`config.mk`:
```
export PLATFORM = sky130hd
export DESIGN_NAME = barrel_unshifter_pipe
export DESIGN_NICKNAME = d
export VERILOG_FILES = /design/src/rtl/barrel_unshifter_pipe_pkg.sv /design/src/rtl/barrel_unshifter_pipe_stage.sv /design/src/rtl/barrel_unshifter_pipe.sv
export SDC_FILE = /design/constraint.sdc
export NUM_CORES = 1
export LEC_CHECK = 0
export ABC_AREA = 1
export BUFFER_PORTS_ARGS = -buffer_cell sky130_fd_sc_hd__buf_4
export CAP_MARGIN = 10
export CORE_MARGIN = 10
export CORE_UTILIZATION = 59
export CTS_BUF_LIST = sky130_fd_sc_hd__clkbuf_4
export DETAILED_ROUTE_END_ITERATION = 8
export PLACE_DENSITY_LB_ADDON = 0.25
export SLEW_MARGIN = 0
export SYNTH_ARGS = -nofsm -noshare
export SYNTH_HDL_FRONTEND = slang
export SYNTH_HIERARCHICAL = 1
export SYNTH_SLANG_ARGS = --single-unit
```
`constraint.sdc`:
```
create_clock -name clk -period 1.61 [get_ports clk]
set_input_delay 0.161 -clock clk [delete_from_list [all_inputs] [get_ports clk]]
set_output_delay 0.161 -clock clk [all_outputs]
set_load 0.005 [all_outputs]
```
`src/rtl/barrel_unshifter_pipe_pkg.sv`:
```
// Shared width defaults and rotate helpers for the barrel shifter pair
// (forward rotate-right shifter and the rotate-left unshifter).
package barrel_pkg;

  localparam int DEF_WIDTH   = 8;
  localparam int DEF_SHIFT_W = $clog2(DEF_WIDTH);

  // Rotations via a doubled word, so no fill bits can ever appear.
  function automatic logic [DEF_WIDTH-1:0] rotl(input logic [DEF_WIDTH-1:0]   x,
                                                input logic [DEF_SHIFT_W-1:0] n);
    logic [2*DEF_WIDTH-1:0] w_dbl;
    w_dbl = {x, x} << n;
    return w_dbl[2*DEF_WIDTH-1:DEF_WIDTH];
  endfunction

  function automatic logic [DEF_WIDTH-1:0] rotr(input logic [DEF_WIDTH-1:0]   x,
                                                input logic [DEF_SHIFT_W-1:0] n);
    logic [2*DEF_WIDTH-1:0] w_dbl;
    w_dbl = {x, x} >> n;
    return w_dbl[DEF_WIDTH-1:0];
  endfunction

endpackage

```
`src/rtl/barrel_unshifter_pipe_stage.sv`:
```
// One pipeline stage of the rotate-left unit: conditionally rotates by 2^K
// on load and holds its word while the downstream stage cannot advance.
module rotl_stage
  import barrel_pkg::*;
#(
  parameter int WIDTH   = DEF_WIDTH,
  parameter int SHIFT_W = DEF_SHIFT_W,
  parameter int K       = 0
) (
  input  logic               clk,
  input  logic               rst_n,
  input  logic               i_valid,
  input  logic [WIDTH-1:0]   i_data,
  input  logic [SHIFT_W-1:0] i_amt,
  input  logic               i_adv_down,
  output logic               o_adv,
  output logic               o_valid,
  output logic [WIDTH-1:0]   o_data,
  output logic [SHIFT_W-1:0] o_amt
);

  localparam int STEP = 1 << K;

  logic               r_valid;
  logic [WIDTH-1:0]   r_data;
  logic [SHIFT_W-1:0] r_amt;
  logic [WIDTH-1:0]   w_rot;

  assign w_rot = i_amt[K] ? {i_data[WIDTH-STEP-1:0], i_data[WIDTH-1:WIDTH-STEP]} : i_data;

  // An empty stage can always take a word; a full one only if it can pass its own on.
  assign o_adv = !r_valid || i_adv_down;

  always_ff @(posedge clk or negedge rst_n) begin
    if (!rst_n) begin
      r_valid <= 1'b0;
      r_data  <= '0;
      r_amt   <= '0;
    end else if (o_adv) begin
      r_valid <= i_valid;
      r_data  <= w_rot;
      r_amt   <= i_amt;
    end
  end

  assign o_valid = r_valid;
  assign o_data  = r_data;
  assign o_amt   = r_amt;

endmodule

```
`src/rtl/barrel_unshifter_pipe.sv`:
```
// Pipelined rotate-left unit restoring words rotated right before transport.
// One registered stage per shift-amount bit, LSB first, valid/ready on both sides.
module barrel_unshifter_pipe
  import barrel_pkg::*;
#(
  parameter  int WIDTH   = DEF_WIDTH,
  localparam int SHIFT_W = $clog2(WIDTH)
) (
  input  logic               clk,
  input  logic               rst_n,
  input  logic               in_valid,
  output logic               in_ready,
  input  logic [WIDTH-1:0]   d_in,
  input  logic [SHIFT_W-1:0] n_bits,
  output logic               out_valid,
  input  logic               out_ready,
  output logic [WIDTH-1:0]   d_out
);

  // The final stage's amount has no consumer once its rotation is applied.
  logic [SHIFT_W-1:0] w_last_amt_unused;

  genvar gi;
  generate
    for (gi = 0; gi < SHIFT_W; gi++) begin : g_stage
      logic               w_up_valid;
      logic [WIDTH-1:0]   w_up_data;
      logic [SHIFT_W-1:0] w_up_amt;
      logic               w_adv_down;
      logic               w_adv;
      logic               w_valid;
      logic [WIDTH-1:0]   w_data;
      logic [SHIFT_W-1:0] w_amt;

      if (gi == 0) begin : g_head
        assign w_up_valid = in_valid;
        assign w_up_data  = d_in;
        assign w_up_amt   = n_bits;
      end else begin : g_body
        assign w_up_valid = g_stage[gi-1].w_valid;
        assign w_up_data  = g_stage[gi-1].w_data;
        assign w_up_amt   = g_stage[gi-1].w_amt;
      end

      // Ready ripples backwards combinationally so a stall releases in one cycle.
      if (gi == SHIFT_W - 1) begin : g_tail
        assign w_adv_down = out_ready;
      end else begin : g_link
        assign w_adv_down = g_stage[gi+1].w_adv;
      end

      rotl_stage #(
        .WIDTH   (WIDTH),
        .SHIFT_W (SHIFT_W),
        .K       (gi)
      ) u_stage (
        .clk        (clk),
        .rst_n      (rst_n),
        .i_valid    (w_up_valid),
        .i_data     (w_up_data),
        .i_amt      (w_up_amt),
        .i_adv_down (w_adv_down),
        .o_adv      (w_adv),
        .o_valid    (w_valid),
        .o_data     (w_data),
        .o_amt      (w_amt)
      );
    end
  endgenerate

  assign in_ready          = g_stage[0].w_adv;
  assign out_valid         = g_stage[SHIFT_W-1].w_valid;
  assign d_out             = g_stage[SHIFT_W-1].w_data;
  assign w_last_amt_unused = g_stage[SHIFT_W-1].w_amt;

endmodule

```
* Word level (Yosys, flattened, before mapping) *
Index checks and enable logic that the tools add are counted.

word-level totals
  bits in registers = 33
  word-level logic and storage cells = 17
  input port bits = 15

cells by class
  mux-type cells = 3
  reductions and logical operators = 6

operators by type and width
  cell               number
  8-bit two-way mux  3
  1-bit zero test    3
  1-bit logical OR   3

* Longest topological paths before layout *
Gate-level depths: netlist of run 1.

  depth in word-level cells = 4
  gate-level depth with buffers = 11

* By module *
Netlist of run 1, hierarchy kept.

modules (own cells, without submodules)
  module      instances  area an instance (µm²)  sequential area each (µm²)  cells each
  rotl_stage  3          575.6                   300.3                       77

* Worst setup path before layout of run 1 *
Ideal clock, no wire load.

  path kind = register to register
  from = register g_stage[2].u_stage.r_valid
  to = register g_stage[0].u_stage.r_data[0]
  slack = 0.277 ns
  cell stages (with the launch flop) = 11
  arrival = 1.215 ns
  library setup time = 0.117 ns
  path through = dfrtp_1 nand2_1 buf_4 inv_1 nand2_1 buf_4 inv_1 nand2_1 buf_4 nand3_1 nand2_1

on the way
  word-level cells in the longest chain between the ends = 4

ends and longest elaborated chain
  element                          line                               source
  from (decl)                      barrel_unshifter_pipe_stage.sv:24  logic r_valid;
  from (signal assigned)           barrel_unshifter_pipe_stage.sv:40  r_valid <= i_valid;
  1-bit zero test                  barrel_unshifter_pipe_stage.sv:32  assign o_adv = !r_valid || i_adv_down;
  1-bit logical OR                 barrel_unshifter_pipe_stage.sv:32
  named net g_stage[1].w_adv_down  barrel_unshifter_pipe.sv:29        logic w_adv_down;
  1-bit logical OR                 barrel_unshifter_pipe_stage.sv:32
  named net g_stage[0].w_adv_down  barrel_unshifter_pipe.sv:29
  1-bit logical OR                 barrel_unshifter_pipe_stage.sv:32
  named net in_ready               barrel_unshifter_pipe.sv:12        output logic in_ready,
  to (signal assigned)             barrel_unshifter_pipe_stage.sv:41  r_data <= w_rot;
  to (decl)                        barrel_unshifter_pipe_stage.sv:25  logic [WIDTH-1:0] r_data;

The timed path passes the listed nets, and every way through them passes these cells.
A chain may end at the register's enable or synchronous reset.

* Worst setup path in the final report of run 1 *
  from = register g_stage[2].u_stage.r_valid
  to = output in_ready

on the way
  word-level cells in the longest chain between the ends = 4

ends and longest elaborated chain
  element                          line
  1-bit zero test                  barrel_unshifter_pipe_stage.sv:32
  1-bit logical OR                 barrel_unshifter_pipe_stage.sv:32
  named net g_stage[1].w_adv_down  barrel_unshifter_pipe.sv:29
  1-bit logical OR                 barrel_unshifter_pipe_stage.sv:32
  named net g_stage[0].w_adv_down  barrel_unshifter_pipe.sv:29
  1-bit logical OR                 barrel_unshifter_pipe_stage.sv:32
  to (decl)                        barrel_unshifter_pipe.sv:12

The timed path passes the listed nets, and every way through them passes these cells.

==> results of run 1 <==
-- area by class of cell --
cell class	count	share of cell area (%)
flip-flops and latches	30	43.1
repair buffers	27	11.8
clock buffers	7	3.02
inverters	33	7.12
multi-input cells	138	32.8
well taps	30	2.16
-- where the power goes --
part           total [mW]  internal, mW  switching [mW]  leakage [nW]
Combinational       0.485         0.219           0.266         0.666
Clock               0.431         0.198           0.233        0.0322
Sequential          0.987         0.894          0.0931         0.348
Total                1.90          1.31           0.592          1.05
-- flip-flops by register name, summed over array words and instances (netlist names) --
signal	cells
g_stage.u_stage/o_amt	3
g_stage.u_stage/o_data	24
g_stage.u_stage/o_valid	3
-- timing repair --
action                     4_1_cts  5_1_grt
setup endpoints to repair        1        1
hold endpoints to repair        30        0
gates cloned                     0        0
gates resized for setup          1        1
setup buffers                    0        0
hold buffers                     1        0
-- path summary, 6_finish.rpt --
check | cells past startpoint | endpoint | slack [ns] | start
worst max-delay path | 6 | in_ready | 0.14 | g_stage[2].u_stage/o_valid
worst min-delay path | 2 | g_stage[0].u_stage/o_valid | 0.03 | in_valid
max in group asynchronous | 2 | g_stage[0].u_stage/o_amt[2] | 1.04 | rst_n
worst max register to register | 6 | g_stage[0].u_stage/o_data[1] | 0.41 | g_stage[2].u_stage/o_valid
min in group asynchronous | 2 | g_stage[2].u_stage/o_data[7] | 0.29 | rst_n
worst min register to register | 2 | g_stage[0].u_stage/o_data[0] | 0.48 | g_stage[0].u_stage/o_data[0]
-- routing by layer --
layer	up-vias	routed length [µm]
met5	-	0
met4	0	69
met3	9	157
met2	29	1450
met1	552	1280
li1	666	-
-- through the flow --
step	cells	worst slack, ns
3_3_place_gp	257	0.364
2_1_floorplan	210	0.288
4_1_cts	265	0.0824
5_1_grt	265	0.0351
6_report	265	0.138
3_5_place_dp	257	0.328
==> impl_metrics.yaml, run 1 <==
cells_and_area:
  diodes: 0
  nFillCells: 205
  finalNetCount: 250
  stdcell_area_mm2: 0.00174
  area_growth_pct: 14.8
  final_cell_mix: "nand2_1 (107), inv_1 (30), dfrtp_1 (30), buf_4 (26), nand3_1 (24)"
  mostFrequentLayoutCell: "nand2_1"
  multiInputGateArea_um2: 571
  drive_gt1_share_pct: 18.3
  seq_area_um2: 751
  final_util_pct: 70.9
die:
  io_pins: 25
  start_util_pct: 61.8
  fp.dieW_um: 70.7
  core_mm2: 0.00245
  die_y_um: 70.7
  rows: 18
  die-area_mm2: 0.00500
worst_setup_path:
  slowest_delay_ns: 0.40
  cp_data_required_time_ns: 1.45
  path_cells: "nand2_1, inv_1, nand2_1, inv_1, nand2_4, buf_4"
  cp_max_fo: 11
  cp_num_buf_inv: 3
  worstSetupStartpointType: "flip-flop"
  arrival_ns: 1.31
  slowest_stage: "dfrtp_1"
  end_kind: "output pin"
  crit_family: "flip-flops"
  critPathKind: "flip-flop to output pin"
global_route:
  grt_pass1_wl_um: 5260
  grt_util_all_layers_pct: 12.4
  grt_pass1_vias: 1296
  grt_use_met1_pct: 12.8
  grt-busiest-layer: "met2"
  grt_util_met2_pct: 21.8
  grt_max_degree: 31
  grt_antenna_before_repair: 0
  gr-usage-met3_pct: 4.04
  overflow: 0
timing:
  finalSetupViolations: 0
  drv_slew: 0
  tightestPinTransition_ns: 0.390
  fin_tns_setup_ns: 0
  post-route-period-util_pct: 91.4
  rsz0062_at_grt: "false"
  final.setup_skew_ns: 0.00393
  timing.fmax_mhz: 679
  hold_violations: 0
  hold_slack_ns: 0.0263
  maxSlewHeadroom_pct: 73.9
  layout_min_cycle_time_ns: 1.47
placement:
  detailed_place.area_mm2: 0.00167
  hpwl_um: 2260
  gp_congestion: 0.741
  portBuffers: 24
detailed_routing:
  drt_wl_total_um: 2960
  dr_total_vias: 1256
  wl_per_cell_um: 11.2
  post-route-drc-count: 0
  viasPerCell: 4.74
  drtAntennaViolNets: 0
  firstDrtPassIters: 4
  drtIter0Drc: 106
clock_tree:
  numClockSinks: 30
  cts_tree: "built"
  clk_latency_ns: 0.32
  cts_buffers: 5
  cts_buffer_depth: 2
  clk_pin_slew_worst_paths_ns: 0.08
  cts-root-buf: "clkbuf_4"
  h-tree-depth: 2
logic_synthesis:
  synthesis.yosys.warnings: 6
  synth_area_per_cell_um2: 7.22
  syn_nets: 225
  syn_inst: 210
  netlist_area_mm2: 0.00152
power_and_ir_drop:
  power_density_mw_per_mm2: 1090
  vdd_drop_max_uv: 715
  power_mw: 1.90
  p_leak_nw: 1.05
hold_path:
  hold_class: "input pin to flip-flop"
flow_run:
  cap_violations: 0
status:
  status: "finished, final reports clean"
No activity file was read; power rests on OpenSTA's default activity.
==> run 2: changes to the inputs <==
--- a/config.mk
+++ b/config.mk
@@ -9,12 +9,12 @@
 export BUFFER_PORTS_ARGS = -buffer_cell sky130_fd_sc_hd__buf_4
 export CAP_MARGIN = 10
 export CORE_MARGIN = 10
-export CORE_UTILIZATION = 59
+export CORE_UTILIZATION = 58
 export CTS_BUF_LIST = sky130_fd_sc_hd__clkbuf_4
 export DETAILED_ROUTE_END_ITERATION = 8
 export PLACE_DENSITY_LB_ADDON = 0.25
+export SETUP_SLACK_MARGIN = 0.15
 export SLEW_MARGIN = 0
 export SYNTH_ARGS = -nofsm -noshare
 export SYNTH_HDL_FRONTEND = slang
-export SYNTH_HIERARCHICAL = 1
 export SYNTH_SLANG_ARGS = --single-unit
==> impl_metrics.yaml, run 2 <==
status:
  status: "finished, final reports clean"
cells_and_area:
  nFillCells: 195
  stdcell_area_mm2: 0.00180
  finalNetCount: 249
  diodes: 0
  final_util_pct: 72.0
  seq_area_um2: 753
  final_cells: 265
  mostFrequentLayoutCell: "nand2_1"
  area_growth_pct: 18.4
  largest_reg_flops: 24
  final_cell_mix: "nand2_1 (97), buf_4 (29), dfrtp_1 (28), inv_1 (26), o21ai_0 (15)"
  drive_gt1_share_pct: 19.6
  multiInputGateArea_um2: 608
worst_setup_path:
  crit_family: "buffers and inverters"
  arrival_ns: 1.22
  end_kind: "output pin"
  r2r_slack_ns: 0.44
  cp_max_fo: 12
  startpoint: "g_stage[1].u_stage.o_valid"
  r2r-start: "g_stage[2].u_stage.o_valid"
  worstSetupStartpointType: "flip-flop"
  critPathKind: "flip-flop to output pin"
  slowest_delay_ns: 0.39
  slowest_stage: "dfrtp_1"
  cp_data_required_time_ns: 1.45
  regToRegEndpoint: "g_stage[1].u_stage.o_data[0]"
  cp_common_cell: "buf_4"
  rr_worst_depth: 5
  path_cells: "buf_6, nand4_1, buf_4, buf_4"
  cp_num_buf_inv: 3
timing:
  finalSetupViolations: 0
  final.setup_skew_ns: 0.00804
  worst_slack_ns: 0.231
  drv_slew: 0
  post-route-period-util_pct: 85.6
  timing.fmax_mhz: 725
  maxSlewHeadroom_pct: 72.1
  rsz0062_at_grt: "false"
  fin_tns_setup_ns: 0
  hold_violations: 0
  layout_min_cycle_time_ns: 1.38
  tightestPinTransition_ns: 0.419
  hold_slack_ns: 0.0261
detailed_routing:
  viasPerCell: 5.16
  drtIter0Drc: 106
  post-route-drc-count: 0
  drtAntennaViolNets: 0
  wl_per_cell_um: 12.1
  firstDrtPassIters: 4
  dr_total_vias: 1367
  wl_met2_um: 1650
  wl_met1_um: 1350
  drt_wl_total_um: 3210
  met3_length_um: 162
  top_layer: "met4"
die:
  rows: 18
  die_y_um: 71.2
  fp.dieW_um: 71.2
  die-area_mm2: 0.00507
  core_mm2: 0.00250
  io_pins: 25
  start_util_pct: 60.8
power_and_ir_drop:
  vdd_drop_max_uv: 857
  power_mw: 1.93
  power_density_mw_per_mm2: 1070
  p_leak_nw: 1.03
clock_tree:
  h-tree-depth: 2
  cts_tree: "built"
  numClockSinks: 30
  cts-root-buf: "clkbuf_4"
  cts_buffer_depth: 2
  cts_buffers: 5
  clk_pin_slew_worst_paths_ns: 0.09
  clk_latency_ns: 0.32
logic_synthesis:
  synth-seq-cells: 30
  synth_edf_count: 0
  netlist_area_mm2: 0.00152
  synthFlopType: "dfrtp_1"
  synthTopCellsByArea: "dfrtp_1 (49%), nand2_1 (24%), inv_1 (6.4%), o21ai_0 (4.9%), nand4_1 (4.5%)"
  syn_nets: 219
  synth_top_area_share_pct: 49.4
  yosys-top-cells-count: "nand2_1 (97), dfrtp_1 (30), inv_1 (26), o21ai_0 (15), nand4_1 (11)"
  syn_inst: 204
  async_flop_share_pct: 100
  yosysMostFrequentCell: "nand2_1"
  synth_cell_types: 15
  synth_area_per_cell_um2: 7.45
  synthesis.yosys.warnings: 0
  synth_top_cell_by_area: "dfrtp_1"
  ys_seq_area_share_pct: 49.4
global_route:
  grt_util_all_layers_pct: 13.5
  grt_max_degree: 31
  grt_pass1_vias: 1429
  overflow: 0
  grt_antenna_before_repair: 0
  grt_pass1_wl_um: 5780
placement:
  portBuffers: 24
  gp_congestion: 0.788
  dp.cells: 252
  detailed_place.area_mm2: 0.00170
  pre_cts_slack_ns: 0.401
  hpwl_um: 2420
flow_run:
  cap_violations: 0
hold_path:
  hold_class: "input pin to flip-flop"
  hp-start: "in_valid"
  hold_path_depth: 3
  worst_hold_path.endpoint: "g_stage[0].u_stage.o_valid"
==> run 2: timing repair <==
item	in CTS	in global routing
hold buffers	1	0
endpoints found under the setup margin	1	1
hold endpoints to repair	30	0
setup buffers	0	4
gates resized for setup	1	2
==> run 2: cell type report <==
type                       count  area share, %
inverter                      29           6.05
clock buffer                   6           2.50
timing repair buffer          31           13.3
multi-input combinational    137           33.8
tap                           30           2.08
clock inverter                 2          0.486
sequential                    30           41.8
==> run 2: worst reg2reg max path, stage by stage (launching register included) <==
cell and delay (ns):
dfrtp_2 0.42, inv_2 0.07, nor2_8 0.22, nand2_2 0.17, nand2_1 0.12, nand2_1 0.06
==> run 2: kinds of logic (layout without fill, tap and decap cells) <==
family | count (synthesis) | count (layout) | share of synthesized area (%)
buffers and inverters | 37 | 68 | 10.6
flip-flops | 30 | 30 | 49.4
AO/OA/AOI/OAI | 16 | 16 | 5.27
AND/OR/NAND/NOR | 121 | 121 | 34.7
==> run 2: how the worst max path moves through the flow <==
| stage | to | slack, ns | cells after the start |
|---|---|---|---|
| floorplan | g_stage[1].u_stage.o_data[0] | 0.62 | 5 |
| global placement | g_stage[1].u_stage.o_data[0] | 0.47 | 5 |
| detailed placement | g_stage[1].u_stage.o_data[0] | 0.40 | 5 |
| CTS | in_ready | 0.15 | 4 |
| global route | in_ready | 0.16 | 4 |
| finish | in_ready | 0.23 | 4 |
==> run 2: routing by layer <==
layer	global-route usage [%]	vias to the layer above
met1	13.9	631
li1	-	691
met3	4.60	6
met4	7.10	0
met2	23.4	39
met5	0	-
==> run 2: report_power, final <==
| group | leakage (nW) | internal (mW) | switching, mW |
|---|---|---|---|
| combinational | 0.636 | 0.229 | 0.274 |
| clock | 0.0331 | 0.181 | 0.249 |
| sequential | 0.361 | 0.892 | 0.105 |
| total | 1.03 | 1.30 | 0.628 |
==> run 3: changes to the inputs <==
--- a/config.mk
+++ b/config.mk
@@ -12,7 +12,7 @@
 export CORE_UTILIZATION = 58
 export CTS_BUF_LIST = sky130_fd_sc_hd__clkbuf_4
 export DETAILED_ROUTE_END_ITERATION = 8
-export PLACE_DENSITY_LB_ADDON = 0.25
+export PLACE_DENSITY = 0.82
 export SETUP_SLACK_MARGIN = 0.15
 export SLEW_MARGIN = 0
 export SYNTH_ARGS = -nofsm -noshare
==> impl_metrics.yaml, run 3 (synthesis gave the netlist of run 2 again) <==
timing:
  rsz0062_at_grt: "false"
  fin_tns_setup_ns: 0
  post-route-period-util_pct: 83.9
  worst_slack_ns: 0.260
  finalSetupViolations: 0
  final.setup_skew_ns: 0.00927
  timing.fmax_mhz: 741
  layout_min_cycle_time_ns: 1.35
  maxSlewHeadroom_pct: 71.8
  tightestPinTransition_ns: 0.423
  hold_violations: 0
  drv_slew: 0
cells_and_area:
  largest_reg_flops: 24
  final_cells: 261
  final_cell_mix: "nand2_1 (97), dfrtp_1 (29), inv_1 (26), buf_4 (26), o21ai_0 (15)"
  nFillCells: 235
  mostFrequentLayoutCell: "nand2_1"
  finalNetCount: 245
  area_growth_pct: 16.1
  drive_gt1_share_pct: 17.7
  diodes: 0
global_route:
  grt_antenna_before_repair: 0
  grt_pass1_wl_um: 5240
  grt_use_met1_pct: 12.1
  grt_util_all_layers_pct: 12.5
  grt-busiest-layer: "met2"
  grt_pass1_vias: 1269
  overflow: 0
  grt_max_degree: 31
  grt_util_met2_pct: 22.1
  gr-usage-met3_pct: 4.46
worst_setup_path:
  critPathKind: "flip-flop to output pin"
  slowest_delay_ns: 0.48
  arrival_ns: 1.19
  regToRegEndpoint: "g_stage[1].u_stage.o_data[7]"
  cp_num_buf_inv: 1
  cp_data_required_time_ns: 1.45
  slowest_stage: "dfrtp_2"
  r2r-start: "g_stage[2].u_stage.o_valid"
  crit_family: "flip-flops"
  path_depth: 2
  crit_end: "in_ready"
  path_cells: "nand4_1, buf_4"
  rr_worst_depth: 5
  startpoint: "g_stage[0].u_stage.o_valid"
  worstSetupStartpointType: "flip-flop"
  end_kind: "output pin"
  cp_max_fo: 12
  r2r_slack_ns: 0.37
placement:
  dp.cells: 252
  pre_cts_slack_ns: 0.375
  gp_congestion: 0.791
  hpwl_um: 2340
  portBuffers: 24
clock_tree:
  post_cts_buffers: 0
  cts_buffers: 5
  cts_buffer_depth: 2
  cts-root-buf: "clkbuf_4"
  clk_latency_ns: 0.33
  numClockSinks: 30
  clk_pin_slew_worst_paths_ns: 0.09
  h-tree-depth: 2
  cts_tree: "built"
die:
  die-area_mm2: 0.00507
  die_y_um: 71.2
  io_pins: 25
  core_mm2: 0.00250
  rows: 18
  start_util_pct: 60.8
  fp.dieW_um: 71.2
hold_path:
  hold_class: "input pin to flip-flop"
detailed_routing:
  drt_wl_total_um: 3020
  post-route-drc-count: 0
  drtIter0Drc: 87
  wl_per_cell_um: 11.6
  firstDrtPassIters: 4
  viasPerCell: 5.08
  drtAntennaViolNets: 0
  dr_total_vias: 1327
power_and_ir_drop:
  vdd_drop_max_uv: 727
  p_leak_nw: 1.01
  power_density_mw_per_mm2: 1080
flow_run:
  cap_violations: 0
status:
  status: "finished, final reports clean"
## run 3: worst register-to-register path, cell delays in order (launching register included)
cell     delay [ns]
dfrtp_1        0.46
inv_2          0.10
nor2_8         0.24
nand2_2        0.18
nand2_1        0.11
nand2_1        0.06
## run 3: routing by layer
metal / routed length [µm] / part of all wire [%]
met5: 0 / 0
met2: 1500 / 50
met4: 80 / 2.7
met3: 181 / 6.0
met1: 1250 / 42
## run 3: repair_timing
item,CTS,global route
resized for setup,0,1
setup endpoints to repair,0,1
endpoints found under the hold margin,30,0
hold buffers,1,0
## run 3: worst min path at each step
stage               startpoint                            to  cells past startpoint
floorplan                rst_n   g_stage[0].u_stage.o_amt[1]                      0
global placement         rst_n  g_stage[2].u_stage.o_data[2]                      1
detailed placement       rst_n  g_stage[2].u_stage.o_data[2]                      1
CTS                   in_valid    g_stage[0].u_stage.o_valid                      3
global route          in_valid    g_stage[0].u_stage.o_valid                      3
finish                in_valid    g_stage[0].u_stage.o_valid                      3
## run 3: through the flow
step | power [mW] | utilization, % | area (µm²) | hold WS (ns)
3_3_place_gp | 1.46 | 68.0 | 1700 | 0.0993
6_report | 1.91 | 70.6 | 1770 | 0.00812
4_1_cts | 1.92 | 70.6 | 1760 | 0.00942
5_1_grt | 2.04 | 70.6 | 1770 | 0.0161
3_5_place_dp | 1.49 | 68.0 | 1700 | 0.107
2_1_floorplan | 1.29 | - | 1520 | -0.135
## run 3: layout make-up
type                    count  area, µm²  area share [%]
flip-flops and latches     30        752            42.6
multi-input cells         137        608            34.4
repair buffers             27        205            11.6
inverters                  29        109            6.17
clock buffers               6       45.0            2.55
well taps                  30       37.5            2.13
clock inverters             2       8.76           0.496
## run 3: power by group
part / leakage, nW / internal (mW) / total, mW / switching (mW)
Sequential: 0.362 / 0.892 / 0.997 / 0.105
Combinational: 0.616 / 0.217 / 0.473 / 0.257
Clock: 0.0331 / 0.180 / 0.435 / 0.254
